===== config.mk =====
export PLATFORM = sky130hd
export DESIGN_NAME = uart_rx16
export DESIGN_NICKNAME = d
export VERILOG_FILES = /design/src/rtl/uart_rx16.sv
export SDC_FILE = /design/constraint.sdc
export NUM_CORES = 1
export LEC_CHECK = 0
export BUFFER_PORTS_ARGS = -buffer_cell sky130_fd_sc_hd__buf_2
export CORE_AREA = 2 2 69 104
export DETAILED_ROUTE_END_ITERATION = 10
export DIE_AREA = 0 0 71 106
export HOLD_SLACK_MARGIN = 0.1
export PLACE_DENSITY = 0.43
export SYNTH_ARGS = -nofsm -noshare
export SYNTH_HDL_FRONTEND = slang
export SYNTH_SLANG_ARGS = --single-unit

===== constraint.sdc =====
create_clock -name clk50 -period 3.3 [get_ports clk50]
set_input_delay 0.165 -clock clk50 [delete_from_list [all_inputs] [get_ports clk50]]
set_output_delay 0.165 -clock clk50 [all_outputs]
set_load 0.05 [all_outputs]

===== src/rtl/uart_rx16.sv =====
// uart_rx16: 8N1 UART receiver with 16x oversampling and 3-sample majority vote.
// All logic runs on clk50. The divider's clk16 is synchronised and edge-detected
// into a one-cycle tick enable.
module uart_rx16 (
   input  logic       clk50,
   input  logic       rst_n,
   input  logic       clk16_i,
   input  logic       rx_i,
   output logic [7:0] rx_data_o,
   output logic       rx_valid_o,
   output logic       frame_err_o,
   output logic       rx_busy_o
);

   localparam int unsigned OVS = 16;
   localparam int unsigned TW  = $clog2(OVS);

   typedef enum logic [2:0] {
      IDLE,
      START,
      DATA,
      STOP,
      BRK
   } state_e;

   // Synchroniser and edge-detect flops
   logic          clk16_meta_q, clk16_s_q, clk16_prev_q;
   logic          rx_meta_q, rx_s_q;
   logic          tick;

   // Receiver state
   state_e        state_q, state_d;
   logic [TW-1:0] tick_cnt_q, tick_cnt_d;
   logic [2:0]    bit_cnt_q, bit_cnt_d;
   logic [7:0]    shreg_q, shreg_d;
   logic          samp7_q, samp7_d;
   logic          samp8_q, samp8_d;
   logic          vote;

   // Output registers
   logic [7:0]    rx_data_q, rx_data_d;
   logic          rx_valid_q, rx_valid_d;
   logic          frame_err_q, frame_err_d;

   // Two-flop synchronisers for clk16 and rx, plus clk16 history for edge detect
   always_ff @(posedge clk50 or negedge rst_n) begin
      if (!rst_n) begin
         clk16_meta_q <= 1'b0;
         clk16_s_q    <= 1'b0;
         clk16_prev_q <= 1'b0;
         rx_meta_q    <= 1'b1;
         rx_s_q       <= 1'b1;
      end else begin
         clk16_meta_q <= clk16_i;
         clk16_s_q    <= clk16_meta_q;
         clk16_prev_q <= clk16_s_q;
         rx_meta_q    <= rx_i;
         rx_s_q       <= rx_meta_q;
      end
   end

   assign tick = clk16_s_q & ~clk16_prev_q;

   // Samples at tick_cnt 7 and 8 are stored; the tick-9 sample is the live rx_s
   assign vote = (samp7_q & samp8_q) | (samp7_q & rx_s_q) | (samp8_q & rx_s_q);

   // State, counter, shift register and output registers
   always_ff @(posedge clk50 or negedge rst_n) begin
      if (!rst_n) begin
         state_q     <= IDLE;
         tick_cnt_q  <= '0;
         bit_cnt_q   <= '0;
         shreg_q     <= '0;
         samp7_q     <= 1'b0;
         samp8_q     <= 1'b0;
         rx_data_q   <= '0;
         rx_valid_q  <= 1'b0;
         frame_err_q <= 1'b0;
      end else begin
         state_q     <= state_d;
         tick_cnt_q  <= tick_cnt_d;
         bit_cnt_q   <= bit_cnt_d;
         shreg_q     <= shreg_d;
         samp7_q     <= samp7_d;
         samp8_q     <= samp8_d;
         rx_data_q   <= rx_data_d;
         rx_valid_q  <= rx_valid_d;
         frame_err_q <= frame_err_d;
      end
   end

   // Next-state logic: everything advances on tick only; pulses self-clear every cycle
   always_comb begin
      state_d     = state_q;
      tick_cnt_d  = tick_cnt_q;
      bit_cnt_d   = bit_cnt_q;
      shreg_d     = shreg_q;
      samp7_d     = samp7_q;
      samp8_d     = samp8_q;
      rx_data_d   = rx_data_q;
      rx_valid_d  = 1'b0;
      frame_err_d = 1'b0;

      if (tick) begin
         tick_cnt_d = tick_cnt_q + 1'b1;
         if (tick_cnt_q == TW'(7)) samp7_d = rx_s_q;
         if (tick_cnt_q == TW'(8)) samp8_d = rx_s_q;

         case (state_q)
            IDLE: begin
               tick_cnt_d = '0;
               if (!rx_s_q) begin
                  // The detecting tick is tick 0 of the start bit, so the next tick is 1.
                  state_d    = START;
                  tick_cnt_d = TW'(1);
               end
            end

            START: begin
               if (tick_cnt_q == TW'(9) && vote) begin
                  state_d    = IDLE;
                  tick_cnt_d = '0;
               end else if (tick_cnt_q == TW'(OVS - 1)) begin
                  state_d   = DATA;
                  bit_cnt_d = '0;
               end
            end

            DATA: begin
               if (tick_cnt_q == TW'(9)) begin
                  shreg_d = {vote, shreg_q[7:1]};
               end
               if (tick_cnt_q == TW'(OVS - 1)) begin
                  if (bit_cnt_q == 3'd7) begin
                     state_d = STOP;
                  end else begin
                     bit_cnt_d = bit_cnt_q + 3'd1;
                  end
               end
            end

            STOP: begin
               if (tick_cnt_q == TW'(9)) begin
                  tick_cnt_d = '0;
                  if (vote) begin
                     rx_data_d  = shreg_q;
                     rx_valid_d = 1'b1;
                     state_d    = IDLE;
                  end else begin
                     frame_err_d = 1'b1;
                     state_d     = BRK;
                  end
               end
            end

            BRK: begin
               tick_cnt_d = '0;
               if (rx_s_q) begin
                  state_d = IDLE;
               end
            end

            default: begin
               state_d    = IDLE;
               tick_cnt_d = '0;
            end
         endcase
      end
   end

   assign rx_data_o   = rx_data_q;
   assign rx_valid_o  = rx_valid_q;
   assign frame_err_o = frame_err_q;
   assign rx_busy_o   = (state_q != IDLE);

endmodule


==> results of run 1 <==
path summary, 6_finish.rpt:
kind / slack (ns) / startpoint / end
max: 1.43 / tick_cnt_q[0] / state_q[0]
min: 0.36 / rx_meta_q / rx_s_q
max reg2reg: 1.43 / tick_cnt_q[0] / state_q[0]
min reg2reg: 0.36 / rx_meta_q / rx_s_q
max in group asynchronous: 2.30 / rst_n / state_q[0]
min in group asynchronous: 0.50 / rst_n / tick_cnt_q[2]
registers in the layout, summed over array words and instances (netlist names):
name	flops
rx_meta_q	1
state_q	3
tick_cnt_q	4
rx_s_q	1
clk16_meta_q	1
shreg_q	8
clk16_prev_q	1
clk16_s_q	1
rx_data_o	8
frame_err_o	1
bit_cnt_q	3
samp7_q	1
samp8_q	1
rx_valid_o	1
Yosys cell counts (3+ instances only):
cell type	number	area [sq um]
buf_2	3	15.0
nor2_1	5	18.8
nand2_1	3	11.3
a22o_1	4	35.0
mux2_2	17	191
nand3_1	5	25.0
nand2b_1	3	18.8
o21ai_0	4	20.0
dfrtp_1	33	826
nand4_1	4	25.0
ha_1	5	62.6
inv_1	7	26.3
critical path, stage by stage (launching register included):
cell and delay [ns]:
dfrtp_1 0.45, ha_1 0.27, and3b_1 0.28, o311ai_2 0.39, nor4_1 0.10, a221o_1 0.27
layout make-up:
type / instances / area, sq um / share of cell area, %
clock buffer: 8 / 100 / 5.28
tap: 78 / 97.6 / 5.15
multi-input combinational: 81 / 693 / 36.6
timing repair buffer: 17 / 100 / 5.28
inverter: 7 / 26.3 / 1.39
sequential: 35 / 878 / 46.3
per-layer routing:
layer	GRT usage (%)	up-vias	wire, um
li1	-	506	-
met1	11.1	543	1330
met2	15.2	25	1670
met3	2.27	9	121
met4	5.66	0	115
met5	0	-	0
kinds of logic after synthesis:
group                    after synthesis
adder cells (fa/ha/maj)                6
AO/OA/AOI/OAI                         21
buffers and inverters                 11
multiplexers                          19
flip-flops                            35
AND/OR/NAND/NOR                       35
per-stage QoR:
stage | power, W | cells | setup WS [ns] | instance area (sq um) | utilization [%]
2_1_floorplan | 0.000652 | 127 | 1.64 | 1620 | -
3_3_place_gp | 0.000703 | 215 | 1.46 | 1770 | 26.3
3_5_place_dp | 0.000707 | 215 | 1.45 | 1770 | 26.3
4_1_cts | 0.00106 | 226 | 1.43 | 1900 | 28.2
5_1_grt | 0.00110 | 226 | 1.31 | 1900 | 28.2
6_report | 0.00103 | 226 | 1.43 | 1900 | 28.2
timing repair:
action                    in CTS  in global routing
gates resized for setup        0                  0
hold buffers                   3                  0
setup buffers                  0                  0
hold endpoints to repair      35                  0
power by group:
part | internal, W | total (W) | leakage [nW] | switching (W)
Clock | 0.000190 | 0.000335 | 0.0515 | 0.000145
Combinational | 0.0000765 | 0.000180 | 0.406 | 0.000103
Sequential | 0.000466 | 0.000520 | 0.462 | 0.0000543
==> results.sh, run 1 <==
export IMPL_status="finished, final reports clean"
export IMPL_fp_dieW_um=71
export IMPL_areaGrowthSynthToFinish_pct=17.3
export IMPL_dp_hpwl_um=2300
export IMPL_synth_compound_area_share_pct=10.3
export IMPL_rows=37
export IMPL_holdPathStages=0
export IMPL_cts_max_path_buffers=2
export IMPL_async_reset_ff_share_pct=100
export IMPL_synth_xor_area_share_pct=0
export IMPL_gp_congestion=0.757
export IMPL_grt_first_pass_wirelength_um=5510
export IMPL_critPathArrivalTime_ns=2.04
export IMPL_setup_viol=0
export IMPL_ys_seq_area_share_pct=54.3
export IMPL_power_density_mw_per_mm2=546
export IMPL_die_area_sq_mm=0.00753
export IMPL_worst_hold_path_type="flop to flop"
export IMPL_p_leak_nw=0.919
export IMPL_ff2ff_path_depth=5
export IMPL_synth_top_family_by_area="simple AND/OR/NAND/NOR gates"
export IMPL_final_min_clock_period_ns=1.87
export IMPL_syn_num_nets=136
export IMPL_fmax_mhz=533
export IMPL_ys_ff_latch=35
export IMPL_syn_cell_area_sq_mm=0.00162
export IMPL_antenna_found_initial=0
export IMPL_path_max_fanout=7
export IMPL_wire_per_inst_um=14.3
export IMPL_synth_cell_types=40
export IMPL_worstPathRequired_ns=3.46
export IMPL_drt_total_wl_um=3240
export IMPL_antenna_left=0
export IMPL_cap_violations=0
export IMPL_gr_usage_all_layers_pct=9.40
export IMPL_grt_pass1_vias=1108
export IMPL_overflow=0
export IMPL_drt_initial_drc_count=36
export IMPL_path_class="flop to flop"
export IMPL_syn_avg_cell_area_sq_um=12.7
export IMPL_ios=15
export IMPL_clkTransAtPathRegs_ns=0.07
export IMPL_synth_edf_count=0
export IMPL_fill_cells=683
export IMPL_rsz0062_at_grt="no"
export IMPL_portBuffers=14
export IMPL_final_hold_viol_count=0
export IMPL_tns_ns=0
export IMPL_worstSetupStartpointType="flop"
export IMPL_drive_gt1_share_pct=33.1
export IMPL_synth_simple_gate_area_share_pct=14.8
export IMPL_netlist_instances=127
export IMPL_worst_slew_pin_slew_ns=0.770
export IMPL_maxSlewViolCount=0
export IMPL_layout_common_cells="dfrtp_1 (33), mux2_2 (17), buf_2 (14)"
export IMPL_final_common_cell="dfrtp_1"
export IMPL_ir_drop_uv=228
export IMPL_synthFlopType="dfrtp_1"
export IMPL_cts_htree_levels=2
export IMPL_avgViaCountPerCell=4.79
export IMPL_drtPass1Iterations=4
export IMPL_synth_yosys_warnings=0
export IMPL_initial_core_util_pct=24.1
export IMPL_fin_nets=156
export IMPL_maxSlewHeadroom_pct=48.6
export IMPL_dieHeight_um=106
export IMPL_skew_ns=0.00312
export IMPL_clk_latency_ns=0.28
export IMPL_fin_crit_sh_pct=56.8
export IMPL_clock_sinks=35
export IMPL_root_buffer="clkbuf_8"
export IMPL_drc=0
export IMPL_cts_tree="done"
export IMPL_synth_adder_area_share_pct=4.57
export IMPL_antennaDiodeCount=0
export IMPL_cts_made_buffers=5
export IMPL_core_sq_mm=0.00671
export IMPL_synth_mux_area_share_pct=13.2
export IMPL_num_vias=1083
export IMPL_holdWs_ns=0.358
export IMPL_endpoint_kind="flop"
export IMPL_grt_max_degree=36
Note: power is estimated with default switching activity, not from simulation.
==> run 2: changes to the inputs <==
--- a/config.mk
+++ b/config.mk
@@ -10,7 +10,7 @@
 export DETAILED_ROUTE_END_ITERATION = 10
 export DIE_AREA = 0 0 71 106
 export HOLD_SLACK_MARGIN = 0.1
-export PLACE_DENSITY = 0.43
+export PLACE_DENSITY = 0.44
 export SYNTH_ARGS = -nofsm -noshare
 export SYNTH_HDL_FRONTEND = slang
 export SYNTH_SLANG_ARGS = --single-unit
==> constraint.sdc (replaced) <==
create_clock -name clk50 -period 1.6 [get_ports clk50]
set_input_delay 0.08 -clock clk50 [delete_from_list [all_inputs] [get_ports clk50]]
set_output_delay 0.08 -clock clk50 [all_outputs]
set_load 0.05 [all_outputs]
==> run 2 against run 1 <==
  * The run now ends with negative setup slack left
  * Clock power grew 140%
  * Worst setup slack lost 1.4 ns
  * Combinational power grew to 3.8 times the previous value
  * Count of clock-buffer cells in the layout shrank 3
  * Largest power group unchanged
  * Highest routed layer unchanged
==> results.sh, run 2 (synthesis gave the netlist of run 1 again) <==
export IMPL_fmax_mhz=619
export IMPL_status="finished, violations left"
export IMPL_slowest_stage="dfrtp_2"
export IMPL_drt_initial_drc_count=26
export IMPL_path_max_fanout=6
export IMPL_die_area_sq_mm=0.00753
export IMPL_worst_hold_path_type="flop to flop"
export IMPL_cap_violations=0
export IMPL_worst_slew_pin_slew_ns=0.450
export IMPL_fin_crit_sh_pct=101
export IMPL_seqCellArea_sq_um=881
export IMPL_p_leak_nw=1.10
export IMPL_ir_drop_uv=607
export IMPL_gp_congestion=0.809
export IMPL_fill_cells=651
export IMPL_worstPathRequired_ns=1.78
export IMPL_critPathArrivalTime_ns=1.79
export IMPL_setup_viol=3
export IMPL_maxSlewHeadroom_pct=70.0
export IMPL_maxSlewViolCount=0
export IMPL_num_vias=1230
export IMPL_rsz0062_at_grt="yes"
export IMPL_antenna_found_initial=0
export IMPL_drc=0
export IMPL_fp_dieW_um=71
export IMPL_drtPass1Iterations=4
export IMPL_cts_max_path_buffers=2
export IMPL_clk_latency_ns=0.29
export IMPL_grt_first_pass_wirelength_um=6410
export IMPL_gr_usage_all_layers_pct=11.0
export IMPL_slowest_delay_ns=0.47
export IMPL_wire_per_inst_um=15.2
export IMPL_initial_core_util_pct=24.1
export IMPL_tns_ns=-0.0200
export IMPL_ios=15
export IMPL_worstSetupStartpointType="flop"
export IMPL_endpoint_kind="flop"
export IMPL_drive_gt1_share_pct=53.8
export IMPL_antennaDiodeCount=0
export IMPL_grt_pass1_vias=1374
export IMPL_drt_total_wl_um=3960
export IMPL_clkTransAtPathRegs_ns=0.07
export IMPL_fin_area_sq_mm=0.00229
export IMPL_final_min_clock_period_ns=1.62
export IMPL_final_hold_viol_count=0
export IMPL_power_density_mw_per_mm2=1090
export IMPL_clock_sinks=35
export IMPL_fin_nets=190
export IMPL_layout_setup_ws_ns=-0.0152
export IMPL_core_sq_mm=0.00671
export IMPL_path_class="flop to flop"
export IMPL_overflow=0
export IMPL_multi_input_area_sq_um=805
export IMPL_grt_max_degree=36
export IMPL_violations="negative setup slack"
export IMPL_avgViaCountPerCell=4.73
export IMPL_dieHeight_um=106
export IMPL_dp_hpwl_um=2880
export IMPL_finalPower_w=0.00251
export IMPL_layout_common_cells="dfrtp_1 (31), buf_4 (31), mux2_2 (17)"
export IMPL_antenna_left=0
export IMPL_skew_ns=0.00397
export IMPL_holdWs_ns=0.352
export IMPL_rows=37
export IMPL_cts_made_buffers=5
export IMPL_root_buffer="clkbuf_8"
export IMPL_portBuffers=14
export IMPL_cts_tree="done"
export IMPL_areaGrowthSynthToFinish_pct=41.8
export IMPL_cts_htree_levels=2
export IMPL_postPlaceCellArea_sq_mm=0.00199
export IMPL_crit_chain="or3b_1 > a211oi_2 > o21ai_2 > mux2_2"
[run 2: final timing paths]
path,start,to,slack [ns],cells past startpoint
min reg2reg,clk16_meta_q,clk16_s_q,0.35,0
min,clk16_meta_q,clk16_s_q,0.35,0
max in group asynchronous,rst_n,rx_s_q,0.90,3
min in group asynchronous,rst_n,shreg_q[2],0.36,3
max,state_q[2],bit_cnt_q[0],-0.02,4
max reg2reg,state_q[2],bit_cnt_q[0],-0.02,4
[run 2: report_power, final]
group | switching [W] | internal [W] | total, W
Sequential | 0.0000701 | 0.000961 | 0.00103
Combinational | 0.000349 | 0.000329 | 0.000678
Clock | 0.000333 | 0.000464 | 0.000797
Total | 0.000752 | 0.00175 | 0.00251
[run 2: layer usage]
layer / global-route usage [%] / part of all wire [%] / vias to the layer above
met1: 11.8 / 39 / 615
met4: 6.20 / 2.2 / 0
li1: - / - / 576
met5: 0 / 0 / -
met2: 19.4 / 55 / 30
met3: 2.37 / 3.5 / 9
[run 2: metrics by stage]
step / instances / util (%) / setup WS (ns)
after floorplan: 127 / - / -0.0126
after global placement: 241 / 29.6 / -0.0423
after detailed placement: 241 / 29.6 / -0.113
after CTS: 256 / 32.9 / -0.0534
after global routing: 260 / 34.1 / -0.0883
final: 260 / 34.1 / -0.0152
[run 2: area by class of cell]
cell class / count / area share (%)
timing repair buffer: 50 / 16.2
tap: 78 / 4.26
clock buffer: 5 / 3.00
sequential: 35 / 38.4
inverter: 7 / 1.15
clock inverter: 3 / 1.91
multi-input combinational: 82 / 35.1
[run 2: timing repair]
action | CTS | global route
hold buffers | 3 | 0
endpoints found under the setup margin | 14 | 23
endpoints found under the hold margin | 35 | 0
gates resized for setup | 10 | 14
buffers inserted | 3 | 4
cloned | 1 | 0
pin swaps | 8 | 6
[run 2: critical path: cells and delay by family, from the launching register on]
kind	cells	cell delay, ns
flip-flops	1	0.47
AO/OA/AOI/OAI	2	0.35
multiplexers	1	0.27
AND/OR/NAND/NOR	1	0.43
==> run 3: changes to the inputs <==
--- a/config.mk
+++ b/config.mk
@@ -10,7 +10,7 @@
 export DETAILED_ROUTE_END_ITERATION = 10
 export DIE_AREA = 0 0 71 106
 export HOLD_SLACK_MARGIN = 0.1
-export PLACE_DENSITY = 0.44
+export PLACE_DENSITY = 0.43
 export SYNTH_ARGS = -nofsm -noshare
 export SYNTH_HDL_FRONTEND = slang
 export SYNTH_SLANG_ARGS = --single-unit
==> constraint.sdc (replaced) <==
create_clock -name clk50 -period 1.87 [get_ports clk50]
set_input_delay 0.0935 -clock clk50 [delete_from_list [all_inputs] [get_ports clk50]]
set_output_delay 0.0935 -clock clk50 [all_outputs]
set_load 0.05 [all_outputs]
==> run 3 against run 2 <==
  * Register-to-register slack improved by 0.12 ns
  * Worst setup slack improved by 0.12 ns
  * Sequential power down 14%
  * Power down 17%
  * The flow now finishes without violations
  * Die area unchanged
  * Core utilization down 4.1 points
  * Highest routed layer unchanged
  * Via count is 9.9% lower
  * Final cell count decreased by 8.8%
  * Sequential share of layout area grew 5.2 points
==> results.sh, run 3 (synthesis gave the netlist of run 1 again) <==
export IMPL_status="finished, final reports clean"
export IMPL_r2r_start="tick_cnt_q[1]"
export IMPL_switching_share_pct=26.9
export IMPL_drc=0
export IMPL_ios=15
export IMPL_worst_slew_pin_slew_ns=0.763
export IMPL_fp_dieW_um=71
export IMPL_hold_start="clk16_meta_q"
export IMPL_maxSlewViolCount=0
export IMPL_gr_usage_all_layers_pct=9.86
export IMPL_ff2ff_path_depth=6
export IMPL_busiest_layer="met2"
export IMPL_antenna_found_initial=0
export IMPL_antenna_left=0
export IMPL_final_min_clock_period_ns=1.77
export IMPL_use_met1_pct=10.6
export IMPL_path_max_fanout=4
export IMPL_layout_common_cells="dfrtp_1 (33), mux2_2 (17), buf_2 (14)"
export IMPL_root_buffer="clkbuf_8"
export IMPL_fin_crit_sh_pct=94.5
export IMPL_endpoint_kind="flop"
export IMPL_maxSlewHeadroom_pct=49.1
export IMPL_areaGrowthSynthToFinish_pct=24.6
export IMPL_ir_drop_uv=354
export IMPL_worstSetupStartpointType="flop"
export IMPL_rows=37
export IMPL_finalPower_w=0.00208
export IMPL_path_class="flop to flop"
export IMPL_rsz0062_at_grt="yes"
export IMPL_grt_first_pass_wirelength_um=5750
export IMPL_grt_max_degree=36
export IMPL_power_share_clock_pct=39.3
export IMPL_p_leak_nw=0.986
export IMPL_power_density_mw_per_mm2=1030
export IMPL_setup_viol=0
export IMPL_antennaDiodeCount=0
export IMPL_power_switching_w=0.000560
export IMPL_skew_ns=0.00629
export IMPL_met3_usage_pct=2.84
export IMPL_holdPathStages=0
export IMPL_avgViaCountPerCell=4.68
export IMPL_slowest_delay_ns=0.40
export IMPL_fmax_mhz=566
export IMPL_cap_violations=0
export IMPL_overflow=0
export IMPL_fin_nets=167
export IMPL_slowest_stage="dfrtp_1"
export IMPL_min_to="clk16_s_q"
export IMPL_crit_buf_inv=1
export IMPL_p_int_w=0.00152
export IMPL_dp_hpwl_um=2430
export IMPL_clkTransAtPathRegs_ns=0.07
export IMPL_worstPathRequired_ns=2.05
export IMPL_cts_resized=0
export IMPL_drt_total_wl_um=3290
export IMPL_r2r_end="state_q[0]"
export IMPL_drt_initial_drc_count=41
export IMPL_postCtsSetupRepairBufs=0
export IMPL_wire_per_inst_um=13.9
export IMPL_gp_congestion=0.812
export IMPL_cts_htree_levels=2
export IMPL_grt_pass1_vias=1177
export IMPL_worst_hold_path_type="flop to flop"
export IMPL_num_vias=1108
export IMPL_final_common_cell="dfrtp_1"
export IMPL_portBuffers=14
export IMPL_seqPwrFrac_pct=42.8
export IMPL_die_area_sq_mm=0.00753
export IMPL_initial_core_util_pct=24.1
export IMPL_drtPass1Iterations=4
export IMPL_drive_gt1_share_pct=38.4
export IMPL_dieHeight_um=106
export IMPL_combPwrFrac_pct=18.0
export IMPL_r2r_slack_ns=0.10
export IMPL_final_hold_viol_count=0
export IMPL_cts_tree="done"
export IMPL_cts_made_buffers=5
export IMPL_fin_util_pct=30.0
export IMPL_cts_max_path_buffers=2
export IMPL_crit_chain="inv_1 > ha_1 > and3b_1 > o311ai_2 > nor4_1 > a221o_1"
export IMPL_core_sq_mm=0.00671
export IMPL_fill_cells=672
export IMPL_clk_latency_ns=0.29
export IMPL_grt_use_met2_pct=17.2
export IMPL_critPathArrivalTime_ns=1.95
export IMPL_crit_family="compound AO/OA/AOI/OAI gates"
export IMPL_clock_sinks=35
## run 3: stage by stage
| step | setup TNS (ns) | hold WS, ns | instances | worst slack (ns) | instance area (sq um) |
|---|---|---|---|---|---|
| after floorplan | 0 | -0.202 | 127 | 0.206 | 1620 |
| after global placement | 0 | 0.203 | 226 | 0.149 | 1850 |
| after detailed placement | 0 | 0.200 | 226 | 0.0991 | 1850 |
| after CTS | 0 | 0.357 | 237 | 0.0890 | 2010 |
| after global routing | -0.00134 | 0.363 | 237 | -0.00134 | 2010 |
| final | 0 | 0.352 | 237 | 0.102 | 2010 |
## run 3: worst max-delay path by stage
stage,to,from,depth (start not counted),slack (ns)
after floorplan,state_q[0],tick_cnt_q[0],5,0.21
after global placement,state_q[0],tick_cnt_q[1],6,0.15
after detailed placement,rx_data_o[4],tick_cnt_q[1],6,0.1
after CTS,rx_data_o[4],tick_cnt_q[1],6,0.09
after global routing,state_q[0],tick_cnt_q[1],6,-0.001
final,state_q[0],tick_cnt_q[1],6,0.10
## run 3: final cells by class
cell class | instances | area, sq um | share of cell area, %
sequential | 35 | 878 | 43.6
multi-input combinational | 81 | 693 | 34.4
timing repair buffer | 28 | 183 | 9.07
tap | 78 | 97.6 | 4.84
clock buffer | 5 | 68.8 | 3.42
clock inverter | 3 | 67.6 | 3.35
inverter | 7 | 26.3 | 1.30
## run 3: timing repair
item,CTS,global route
endpoints found under the hold margin,35,0
hold buffers,3,0
endpoints found under the setup margin,0,2
## run 3: routing by layer
metal | wire (um) | up-vias
met5 | 0 | -
met4 | 81 | 0
met3 | 154 | 7
met2 | 1760 | 23
met1 | 1300 | 554
li1 | - | 524
## run 3: power by group through the flow
stage               clock network [W]  registers [W]  logic [W]
floorplan                           0       0.000898   0.000251
global placement                    0       0.000905   0.000371
detailed placement                  0       0.000902   0.000371
CTS                          0.000843       0.000888   0.000378
global route                 0.000882       0.000899   0.000427
finish                       0.000817       0.000889   0.000374
